`src/rtl/pipe_stage_reg_if.sv`:
```
// Handshake bundle for one pipeline stage: upstream beat in, downstream beat out.
// The stage itself takes the slave modport; the surrounding pipeline takes master.
interface pipe_stage_reg_if #(
    parameter int DATA_W = 96,
    parameter int CTRL_W = 8
) ();
    logic              in_valid;
    logic              in_ready;
    logic [DATA_W-1:0] in_data;
    logic [CTRL_W-1:0] in_ctrl;
    logic              out_valid;
    logic              out_ready;
    logic [DATA_W-1:0] out_data;
    logic [CTRL_W-1:0] out_ctrl;

    modport slave (
        input  in_valid, in_data, in_ctrl, out_ready,
        output in_ready, out_valid, out_data, out_ctrl
    );

    modport master (
        output in_valid, in_data, in_ctrl, out_ready,
        input  in_ready, out_valid, out_data, out_ctrl
    );
endinterface

```
`src/rtl/pipe_stage_reg.sv`:
```
// Pipeline stage register built as a 2-entry skid buffer with a registered in_ready,
// flush that squashes control fields, and a saturating downstream-stall counter.
module pipe_stage_reg #(
    parameter int DATA_W = 96,
    parameter int CTRL_W = 8,
    parameter int CNT_W  = 16
) (
    input  logic             clk,
    input  logic             resetn,
    input  logic             flush,
    input  logic             clear_count,
    output logic [CNT_W-1:0] stall_count,
    pipe_stage_reg_if.slave  bus
);

    typedef enum logic [1:0] {
        EMPTY = 2'd0,
        FULL  = 2'd1,
        SKID  = 2'd2
    } state_e;

    state_e            state_q, state_d;
    logic [DATA_W-1:0] main_data_q, main_data_d;
    logic [CTRL_W-1:0] main_ctrl_q, main_ctrl_d;
    logic [DATA_W-1:0] skid_data_q, skid_data_d;
    logic [CTRL_W-1:0] skid_ctrl_q, skid_ctrl_d;
    logic              in_ready_q, in_ready_d;
    logic [CNT_W-1:0]  stall_q, stall_d;

    logic out_valid;
    logic accept;
    logic deliver;

    assign out_valid = (state_q != EMPTY);
    assign accept    = bus.in_valid & in_ready_q;
    assign deliver   = out_valid & bus.out_ready;

    always_comb begin
        // NOTE: every signal gets a default before any branch, so no path leaves it unassigned (no latch).
        state_d     = state_q;
        main_data_d = main_data_q;
        main_ctrl_d = main_ctrl_q;
        skid_data_d = skid_data_q;
        skid_ctrl_d = skid_ctrl_q;

        unique case (state_q)
            EMPTY: begin
                if (accept) begin
                    main_data_d = bus.in_data;
                    main_ctrl_d = bus.in_ctrl;
                    state_d     = FULL;
                end
            end
            FULL: begin
                if (accept && deliver) begin
                    main_data_d = bus.in_data;
                    main_ctrl_d = bus.in_ctrl;
                end else if (accept) begin
                    skid_data_d = bus.in_data;
                    skid_ctrl_d = bus.in_ctrl;
                    state_d     = SKID;
                end else if (deliver) begin
                    state_d = EMPTY;
                end
            end
            SKID: begin
                if (deliver) begin
                    main_data_d = skid_data_q;
                    main_ctrl_d = skid_ctrl_q;
                    state_d     = FULL;
                end
            end
            default: state_d = EMPTY;
        endcase

        // Flush squashes control (turning held beats into bubbles) but leaves payload alone,
        // which also discards any beat accepted this cycle.
        if (flush) begin
            state_d     = EMPTY;
            main_data_d = main_data_q;
            skid_data_d = skid_data_q;
            main_ctrl_d = '0;
            skid_ctrl_d = '0;
        end
    end

    // in_ready is a flop computed from the next state, so out_ready never reaches it combinationally.
    assign in_ready_d = (state_d != SKID);

    always_comb begin
        stall_d = stall_q;
        if (clear_count) begin
            stall_d = '0;
        end else if (out_valid && !bus.out_ready && (stall_q != {CNT_W{1'b1}})) begin
            stall_d = stall_q + CNT_W'(1);
        end
    end

    always_ff @(posedge clk) begin
        // NOTE: non-blocking assignments so every flop samples pre-edge values regardless of statement order.
        if (!resetn) begin
            state_q     <= EMPTY;
            in_ready_q  <= 1'b1;
            stall_q     <= '0;
            // NOTE: payload registers are reset too, so out_data reads zero after reset instead of stale data.
            main_data_q <= '0;
            main_ctrl_q <= '0;
            skid_data_q <= '0;
            skid_ctrl_q <= '0;
        end else begin
            state_q     <= state_d;
            in_ready_q  <= in_ready_d;
            stall_q     <= stall_d;
            main_data_q <= main_data_d;
            main_ctrl_q <= main_ctrl_d;
            skid_data_q <= skid_data_d;
            skid_ctrl_q <= skid_ctrl_d;
        end
    end

    assign bus.in_ready  = in_ready_q;
    assign bus.out_valid = out_valid;
    assign bus.out_data  = main_data_q;
    assign bus.out_ctrl  = out_valid ? main_ctrl_q : '0;
    assign stall_count   = stall_q;

endmodule

```
`src/flat_wrapper.sv`:
```
// flat-port wrapper written by rule: the top's interface ports become plain ports
module pipe_stage_reg_flat 
#(
    parameter int DATA_W = 96,
    parameter int CTRL_W = 8,
    parameter int CNT_W  = 16
)
  (clk, resetn, flush, clear_count, stall_count, bus_in_valid, bus_in_data, bus_in_ctrl, bus_out_ready, bus_in_ready, bus_out_valid, bus_out_data, bus_out_ctrl);
  pipe_stage_reg_if #(.DATA_W(DATA_W), .CTRL_W(CTRL_W)) bus_i ();
  input  logic clk;
  input  logic resetn;
  input  logic flush;
  input  logic clear_count;
  output logic [CNT_W-1:0] stall_count;
  input wire logic [$bits(bus_i.in_valid)-1:0] bus_in_valid;
  input wire logic [$bits(bus_i.in_data)-1:0] bus_in_data;
  input wire logic [$bits(bus_i.in_ctrl)-1:0] bus_in_ctrl;
  input wire logic [$bits(bus_i.out_ready)-1:0] bus_out_ready;
  output wire logic [$bits(bus_i.in_ready)-1:0] bus_in_ready;
  output wire logic [$bits(bus_i.out_valid)-1:0] bus_out_valid;
  output wire logic [$bits(bus_i.out_data)-1:0] bus_out_data;
  output wire logic [$bits(bus_i.out_ctrl)-1:0] bus_out_ctrl;
  assign bus_i.in_valid = bus_in_valid;
  assign bus_i.in_data = bus_in_data;
  assign bus_i.in_ctrl = bus_in_ctrl;
  assign bus_i.out_ready = bus_out_ready;
  assign bus_in_ready = bus_i.in_ready;
  assign bus_out_valid = bus_i.out_valid;
  assign bus_out_data = bus_i.out_data;
  assign bus_out_ctrl = bus_i.out_ctrl;
  pipe_stage_reg #(.DATA_W(DATA_W), .CTRL_W(CTRL_W), .CNT_W(CNT_W)) u_core (.clk(clk), .resetn(resetn), .flush(flush), .clear_count(clear_count), .stall_count(stall_count), .bus(bus_i));
endmodule
```
`config.mk`:
```
export PLATFORM = sky130hd
export DESIGN_NAME = pipe_stage_reg_flat
export DESIGN_NICKNAME = d
export VERILOG_FILES = /design/src/rtl/pipe_stage_reg_if.sv /design/src/rtl/pipe_stage_reg.sv /design/src/flat_wrapper.sv
export SDC_FILE = /design/constraint.sdc
export NUM_CORES = 1
export LEC_CHECK = 0
export ABC_AREA = 1
export CORE_MARGIN = 8
export CORE_UTILIZATION = 40
export DETAILED_ROUTE_END_ITERATION = 6
export PLACE_DENSITY = 0.67
export SLEW_MARGIN = 10
export SYNTH_ARGS = -nofsm -noshare
export SYNTH_HDL_FRONTEND = slang
export SYNTH_SLANG_ARGS = --single-unit
```
`constraint.sdc`:
```
create_clock -name clk -period 3.55 [get_ports clk]
set_input_delay 1.065 -clock clk [delete_from_list [all_inputs] [get_ports clk]]
set_output_delay 1.065 -clock clk [all_outputs]
set_load 0.02 [all_outputs]
```
Word-level counts from Yosys, hierarchy flattened:

Cells that the tools add are included.

* input bits: 110
* output and inout bits: 122
* register bits after elaboration: 227

* add/sub/neg operators: 1
* reduce and logical (&&, ||, !) cells: 13
* equal/unequal tests: 7
* muxes and demuxes: 16
* bitwise logic cells: 5

Operators by type and width (count)
* $mux 96: 3
* $pmux 96 s3: 1
* $mux 8: 4
* $pmux 8 s3: 1
* $add 16x1->16 const B: 1
* $ne 16x16->1 const B: 1
* $mux 2: 6
* $reduce_and 4->1: 2
* $ne 2x1->1 const B: 3
* $pmux 2 s3: 1
* $reduce_and 5->1: 1
* $reduce_or 2->1: 2
* $logic_and 1x1->1: 3
* $not 1->1: 3
* $reduce_and 3->1: 1
* $reduce_bool 3->1: 1
* $and 1x1->1: 2
* $eq 2x1->1 const B: 1
* $eq 2x2->1 const B: 1
* $logic_not 2->1: 1
* $ne 2x2->1 const B: 1
* $reduce_bool 2->1: 1
* $logic_not 1->1: 1

Logic depth before layout (Yosys ltp):

Gate-level depths: netlist of the first run.

* depth after elaboration: 8
* mapped depth: 10
* gate-level depth less buffers: 9

Worst setup path after synthesis of the first run:

Ideal clock, no wire load.

* path type: input to register
* start point: input port bus_in_valid
* end point: register u_core.skid_data_q[72]
* buffers on the path: 2
* data arrival time: 1.965 ns
* stages: 9
* setup slack: 1.466 ns
* cell sequence: nand2_1 -> nor2_2 -> nand2_2 -> inv_2 -> nand2_2 -> buf_4 -> buf_4 -> o21ai_0 -> a21oi_1

* longest elaborated chain between the ends: 4

RTL lines
* start: declaration: line flat_wrapper.sv:15 `input wire logic [$bits(bus_i.in_valid)-1:0] bus_in_valid;`
* $and 1x1->1 *: line pipe_stage_reg.sv:35 `assign accept = bus.in_valid & in_ready_q;`
* $logic_and 1x1->1: line pipe_stage_reg.sv:55 `if (accept && deliver) begin`
* $not 1->1 (no source line)
* $reduce_and 4->1 (no source line) *
* end signal: assignment: line pipe_stage_reg.sv:116 `skid_data_q <= skid_data_d;`
* end: declaration: line pipe_stage_reg.sv:25 `logic [DATA_W-1:0] skid_data_q, skid_data_d;`

Every way passes the cells marked *; elsewhere a longest branch is shown, timed or not.
A chain may end at the register's enable or synchronous reset.

Worst setup path after layout of the first run:

* start point: register u_core.state_q[1]
* end point: output port bus_out_ctrl[2]

* longest elaborated chain between the ends: 2

RTL lines
* start: declaration: line pipe_stage_reg.sv:22 `state_e state_q, state_d;`
* start signal: assignment: line pipe_stage_reg.sv:111 `state_q <= state_d;`
* $reduce_bool 2->1: line pipe_stage_reg.sv:34 `assign out_valid = (state_q != EMPTY);`
* $mux 8: line pipe_stage_reg.sv:124 `assign bus.out_ctrl = out_valid ? main_ctrl_q : '0;`
* end: declaration: line flat_wrapper.sv:22 `output wire logic [$bits(bus_i.out_ctrl)-1:0] bus_out_ctrl;`

No other way between the ends.

==> impl_metrics.env, run 1 <==
export IMPL_status="finished clean"
export IMPL_cp_required_ns=2.48
export IMPL_async_flop_share_pct=0
export IMPL_yosysSeqAreaShare_pct=46.8
export IMPL_antenna_found_initial=1
export IMPL_cts_tree="done"
export IMPL_syn_area_per_cell_um2=7.41
export IMPL_drt_first_iter_violations=516
export IMPL_max_freq_mhz=331
export IMPL_ys_ff_latch=227
export IMPL_grt_pass1_wl_mm=39.9
export IMPL_yosys_warnings=0
export IMPL_synth_top_area_share_pct=46.8
export IMPL_grt_usage_pct=16.3
export IMPL_dieWidth_um=172
export IMPL_setup_tns_final_ns=0
export IMPL_fillers=2357
export IMPL_report_final_slew_viol_count=0
export IMPL_max_cap_viol_count=0
export IMPL_power_density_nw_per_um2=481
export IMPL_grt_max_degree=206
export IMPL_routed_wl_mm=25.0
export IMPL_cts_root_buf="clkbuf_16"
export IMPL_core_area_um2=24100
export IMPL_synth_top_area_cell="dfxtp_1"
export IMPL_syn_area_um2=9720
export IMPL_hold_viol=0
export IMPL_post_synth_top_count_cell="dfxtp_1"
export IMPL_relSlewSlack_pct=26.1
export IMPL_synth_edf_count=0
export IMPL_start_kind="flop"
export IMPL_drive_above_1_share_pct=5.32
export IMPL_ys_types=26
export IMPL_hpwlAfterDp_mm=16.6
export IMPL_grt_pass1_vias=7877
export IMPL_die_h_um=172
export IMPL_synth_area_leaders="dfxtp_1, o21ai_0, a21oi_1"
export IMPL_critPathLaunch="u_core.state_q[1]$_SDFF_PN0_"
export IMPL_worstSetupPathType="reg2out"
export IMPL_clock_sinks=227
export IMPL_synth_top_cells_by_count="dfxtp_1, inv_1, o21ai_0, a21oi_1, nand2_1"
export IMPL_crit_end="bus_out_ctrl[2]"
export IMPL_r2r_slack_ns=1.47
export IMPL_clkSlewWorstSetupHoldPaths_ns=0.06
export IMPL_hp_class="reg2reg"
export IMPL_area_growth_pct=33.0
export IMPL_dieArea_um2=29500
export IMPL_dr_total_vias=8656
export IMPL_overflow=0
export IMPL_setup_viol=0
export IMPL_multi_input_area_um2=3780
export IMPL_portBuffers=231
export IMPL_clockBufferDepth=3
export IMPL_routabilityCongestion=0.841
export IMPL_ir_drop_mv=0.277
export IMPL_place_inst=1783
export IMPL_rsz0062_at_grt="false"
export IMPL_r2r_end="u_core.bus.out_data[68]$_SDFFE_PN0P_"
export IMPL_cts_buffers=25
export IMPL_post_drt_wl_per_cell_um=13.7
export IMPL_seq_area_um2=4540
export IMPL_syn_nets=1423
export IMPL_synth_cells=1312
export IMPL_fin_crit_sh_pct=85.1
export IMPL_via_per_inst=4.73
export IMPL_ctsResizeCount=0
export IMPL_rows=57
export IMPL_reg2reg_from="u_core.state_q[1]$_SDFF_PN0_"
export IMPL_insertion_delay_ns=0.52
export IMPL_antenna_left=0
export IMPL_drcViolationCount=0
export IMPL_final_cell_count_no_fill=1830
export IMPL_cts_hold_buf=0
export IMPL_htreeDepth=1
export IMPL_path_max_fanout=10
export IMPL_arrival_ns=1.96
export IMPL_skew_ns=0.0226
export IMPL_cts_setup_buffers=0
export IMPL_endpoint_kind="primary output"
export IMPL_dominantRegCellSynth="dfxtp_1"
export IMPL_period_needed_ns=3.02
export IMPL_start_util_pct=40.3
export IMPL_reg2reg_depth=4
export IMPL_dr_pass1_iters=5
export IMPL_fin_nets=1597
export IMPL_io_pins=232
export IMPL_leakagePower_nw=4.77
export IMPL_worst_pin_slew_ns=1.11
-- sequential cells by signal, summed over array words and instances, names as in the netlist --
signal and cells:
u_core.bus.in_ready 1, u_core.bus.out_data 96, u_core.main_ctrl_q 8, u_core.skid_ctrl_q 8, u_core.skid_data_q 96, u_core.stall_count 16, u_core.state_q 2
-- through the flow --
step	power, mW	setup WS, ns	hold slack [ns]	area [um2]	utilization, %
final	6.22	0.527	0.443	12900	53.6
after global routing	6.51	0.475	0.457	12900	53.6
after CTS	6.32	0.503	0.445	12900	53.6
after detailed placement	3.50	0.427	0.435	12000	49.9
after global placement	3.49	0.485	0.432	12000	49.9
after floorplan	3.14	1.47	0.424	9720	-
-- layer usage --
| layer | share of wire (%) | GRT usage [%] | up-vias | wire length, um |
|---|---|---|---|---|
| met5 | 0 | 0 | - | 0 |
| met4 | 2.5 | 5.13 | 0 | 630 |
| met3 | 7.5 | 4.54 | 37 | 1880 |
| met2 | 46 | 26.6 | 177 | 11600 |
| met1 | 43 | 20.5 | 3839 | 10900 |
| li1 | - | - | 4603 | - |
-- cell families after synthesis --
logic type / after synthesis / share of synthesized area, %
simple gates: 219 / 9.41
buf+inv: 320 / 14.6
xor+xnor: 7 / 0.631
fa+ha+maj: 1 / 0.129
flops: 227 / 46.8
compound gates: 538 / 28.5
-- layout make-up --
cell class / instances / area share [%]
sequential: 227 / 35.1
clock buffer: 34 / 5.49
tap: 324 / 3.14
antenna: 2 / 0.0387
inverter: 229 / 6.67
clock inverter: 11 / 1.42
multi-input combinational: 765 / 29.3
timing repair buffer: 238 / 18.9
-- worst min-delay path by stage --
stage                                               from                                    to  depth (start not counted)
global route        u_core.bus.out_data[28]$_SDFFE_PN0P_  u_core.bus.out_data[28]$_SDFFE_PN0P_                          2
global placement    u_core.bus.out_data[46]$_SDFFE_PN0P_  u_core.bus.out_data[46]$_SDFFE_PN0P_                          2
finish              u_core.bus.out_data[47]$_SDFFE_PN0P_  u_core.bus.out_data[47]$_SDFFE_PN0P_                          2
floorplan             u_core.skid_ctrl_q[0]$_SDFFE_PP0P_    u_core.skid_ctrl_q[0]$_SDFFE_PP0P_                          2
CTS                 u_core.bus.out_data[53]$_SDFFE_PN0P_  u_core.bus.out_data[53]$_SDFFE_PN0P_                          2
detailed placement  u_core.bus.out_data[53]$_SDFFE_PN0P_  u_core.bus.out_data[53]$_SDFFE_PN0P_                          2
-- placed cells by master (no fill, tap or decap), types with 4 or more instances in the layout --
master           count
inv_1              226
o21ai_0            222
clkinv_2             5
clkdlybuf4s50_1    230
clkbuf_16           25
buf_12               6
nand3_1             11
clkbuf_8             5
a21oi_1            205
nor2_1              31
bufinv_16            5
xor2_1               5
dfxtp_1            227
clkbuf_1             4
nand4_1              7
a21oi_2             18
nand2_1            161
o21ai_1             91
-- critical path, cell delays in order (launching register included) --
cell             delay, ns
dfxtp_1               0.54
nor2_4                0.15
nor2_1                0.13
clkdlybuf4s50_1       0.63
-- power by group --
| group | switching [mW] | internal [mW] | leakage [nW] |
|---|---|---|---|
| Clock | 1.03 | 1.76 | 0.444 |
| Sequential | 0.0475 | 2.65 | 1.85 |
| Combinational | 0.390 | 0.350 | 2.48 |
| Total | 1.47 | 4.76 | 4.77 |
No activity file was read; power rests on OpenSTA's default activity.
==> run 2, diff against run 1 <==
--- a/config.mk
+++ b/config.mk
@@ -5,11 +5,11 @@
 export SDC_FILE = /design/constraint.sdc
 export NUM_CORES = 1
 export LEC_CHECK = 0
-export ABC_AREA = 1
 export CORE_MARGIN = 8
 export CORE_UTILIZATION = 40
 export DETAILED_ROUTE_END_ITERATION = 6
-export PLACE_DENSITY = 0.67
+export GPL_ROUTABILITY_DRIVEN = 0
+export PLACE_DENSITY = 0.66
 export SLEW_MARGIN = 10
 export SYNTH_ARGS = -nofsm -noshare
 export SYNTH_HDL_FRONTEND = slang
==> run 2 against run 1 <==
  * Synthesized cell count fell by 12%
  * Sequential share of layout area fell by 1.4 points
  * Flip-flop and latch count did not move
  * Clock-buffer cell count rose by 5
  * Synthesized area rose by 5.2%
  * Clock power fell by 4%
  * Critical endpoint is now bus_out_ctrl[1]
==> impl_metrics.env, run 2 <==
export IMPL_crit_chain="nor2_1, nor2b_1, clkdlybuf4s50_1"
export IMPL_synthMuxAreaShare_pct=12.2
export IMPL_worst_slack_ns=0.210
export IMPL_report_final_slew_viol_count=0
export IMPL_insertion_delay_ns=0.51
export IMPL_grt_pass1_wl_mm=45.9
export IMPL_pwr_share_comb_pct=11.2
export IMPL_arrival_ns=2.28
export IMPL_synth_edf_count=0
export IMPL_synth_top_family_by_area="compound AO/OA/AOI/OAI gates"
export IMPL_rsz0062_at_grt="false"
export IMPL_drcViolationCount=0
export IMPL_overflow=0
export IMPL_grt_pass1_vias=8540
export IMPL_place_area_um2=12600
export IMPL_leakagePower_nw=4.69
export IMPL_via_per_inst=5.26
export IMPL_worstSetupPathType="reg2out"
export IMPL_io_pins=232
export IMPL_critPathLaunch="u_core.state_q[1]$_SDFF_PN0_"
export IMPL_switching_share_pct=23.4
export IMPL_synth_top_cells_by_count="nand2_1, dfxtp_1, mux2_2, o211ai_1, a21boi_0"
export IMPL_area_growth_pct=31.7
export IMPL_grt_usage_pct=17.7
export IMPL_setup_viol=0
export IMPL_power_density_nw_per_um2=446
export IMPL_antenna_left=0
export IMPL_cpMaxStageDelayCell="clkdlybuf4s50_1"
export IMPL_syn_nets=1265
export IMPL_drt_first_iter_violations=518
export IMPL_hold_viol=0
export IMPL_crit_end="bus_out_ctrl[1]"
export IMPL_p_seq_share_pct=44.4
export IMPL_start_util_pct=40.6
export IMPL_fin_util_pct=53.5
export IMPL_dominantRegCellSynth="dfxtp_1"
export IMPL_syn_area_um2=10200
export IMPL_final_cell_count_no_fill=1673
export IMPL_status="finished clean"
export IMPL_synth_cells=1154
export IMPL_pre_cts_ws_ns=0.357
export IMPL_r2r_end="u_core.stall_count[7]$_SDFFE_PP0P_"
export IMPL_ir_drop_mv=0.289
export IMPL_dr_total_vias=8804
export IMPL_portBuffers=231
export IMPL_final_area_um2=13500
export IMPL_yosys_warnings=0
export IMPL_max_freq_mhz=299
export IMPL_hold_slack_ns=0.450
export IMPL_relSlewSlack_pct=29.6
export IMPL_drive_above_1_share_pct=12.7
export IMPL_dieArea_um2=30900
export IMPL_reg2reg_from="u_core.stall_count[0]$_SDFFE_PP0P_"
export IMPL_yosys_area_share_adder_pct=0.122
export IMPL_fillers=2284
export IMPL_cts_root_buf="clkbuf_16"
export IMPL_cts_setup_buffers=0
export IMPL_synth_simple_area_share_pct=15.5
export IMPL_cp_required_ns=2.48
export IMPL_start_kind="flop"
export IMPL_fin_crit_sh_pct=94.1
export IMPL_path_max_fanout=11
export IMPL_synth_area_leaders="dfxtp_1, nand2_1, mux2_2"
export IMPL_r2r_slack_ns=1.17
export IMPL_antenna_found_initial=3
export IMPL_post_synth_top_count_cell="nand2_1"
export IMPL_synth_xor_area_share_pct=0
export IMPL_p_int_mw=4.60
export IMPL_rows=58
export IMPL_yosysSeqAreaShare_pct=44.4
export IMPL_p_clk_share_pct=44.4
export IMPL_dr_pass1_iters=5
export IMPL_cts_buffers=26
export IMPL_endpoint_kind="primary output"
export IMPL_fin_nets=1436
export IMPL_cts_hold_buf=0
export IMPL_reg2reg_depth=5
export IMPL_clock_sinks=227
export IMPL_async_flop_share_pct=0
export IMPL_clockBufferDepth=3
export IMPL_cts_tree="done"
export IMPL_dieWidth_um=176
export IMPL_synth_compound_area_share_pct=22.1
export IMPL_synth_top_area_share_pct=44.4
export IMPL_core_area_um2=25200
export IMPL_grt_max_degree=207
export IMPL_ys_ff_latch=227
export IMPL_routed_wl_mm=28.5
export IMPL_clkSlewWorstSetupHoldPaths_ns=0.06
export IMPL_htreeDepth=1
export IMPL_worst_pin_slew_ns=1.05
export IMPL_synth_top_area_cell="dfxtp_1"
export IMPL_hpwlAfterDp_mm=17.8
export IMPL_place_inst=1627
export IMPL_critPathMaxStageDelay_ns=0.64
export IMPL_syn_area_per_cell_um2=8.86
export IMPL_period_needed_ns=3.34
export IMPL_skew_ns=0.00653
export IMPL_hp_class="reg2reg"
export IMPL_post_drt_wl_per_cell_um=17.0
export IMPL_setup_tns_final_ns=0
export IMPL_ys_types=53
export IMPL_ctsResizeCount=0
export IMPL_p_total_mw=6.01
export IMPL_die_h_um=176
export IMPL_switching_power_mw=1.41
export IMPL_layout_common_cells="nand2_1, clkdlybuf4s50_1, dfxtp_1"
export IMPL_layout_commonest_cell="nand2_1"
export IMPL_max_cap_viol_count=0
[run 2: power groups by stage]
stage / clock network, mW / registers, mW / logic [mW]
floorplan: 0 / 2.78 / 0.288
global placement: 0 / 2.72 / 0.674
detailed placement: 0 / 2.72 / 0.680
CTS: 2.75 / 2.66 / 0.683
global route: 2.85 / 2.67 / 0.730
finish: 2.67 / 2.66 / 0.675
[run 2: critical path, delay by kind of cell, from the launching register on]
kind | cells | cell delay [ns]
buf+inv | 1 | 0.64
flops | 1 | 0.62
simple gates | 2 | 0.50
[run 2: how the worst min path moves through the flow]
| stage | to | cells after the start | start |
|---|---|---|---|
| after floorplan | u_core.skid_data_q[31]$_SDFFE_PN0P_ | 2 | u_core.skid_data_q[31]$_SDFFE_PN0P_ |
| after global placement | u_core.skid_data_q[49]$_SDFFE_PN0P_ | 2 | u_core.skid_data_q[49]$_SDFFE_PN0P_ |
| after detailed placement | u_core.skid_data_q[31]$_SDFFE_PN0P_ | 2 | u_core.skid_data_q[31]$_SDFFE_PN0P_ |
| after CTS | u_core.skid_data_q[35]$_SDFFE_PN0P_ | 2 | u_core.skid_data_q[35]$_SDFFE_PN0P_ |
| after global routing | u_core.skid_data_q[32]$_SDFFE_PN0P_ | 2 | u_core.skid_data_q[32]$_SDFFE_PN0P_ |
| final | u_core.skid_data_q[32]$_SDFFE_PN0P_ | 2 | u_core.skid_data_q[32]$_SDFFE_PN0P_ |
[run 2: area by class of cell]
type,count,area [um2],area share [%]
multi-input cells,817,5140,38.1
clock inverters,6,80.1,0.594
flip-flops and latches,227,4540,33.7
repair buffers,249,2500,18.5
inverters,4,15.0,0.111
clock buffers,39,781,5.80
well taps,330,413,3.07
diodes,1,2.50,0.0186
[run 2: cells by family after synthesis]
logic type	Yosys count
AO/OA/AOI/OAI	330
AND/OR/NAND/NOR	373
adder cells (fa/ha/maj)	1
buffers and inverters	110
flip-flops	227
multiplexers	113
[run 2: layer usage]
metal	vias up	track usage [%]	part of all wire, %
li1	4396	-	-
met3	38	4.25	6.0
met1	4154	22.5	44
met5	-	0	0.095
met2	212	29.6	48
met4	4	4.56	2.1
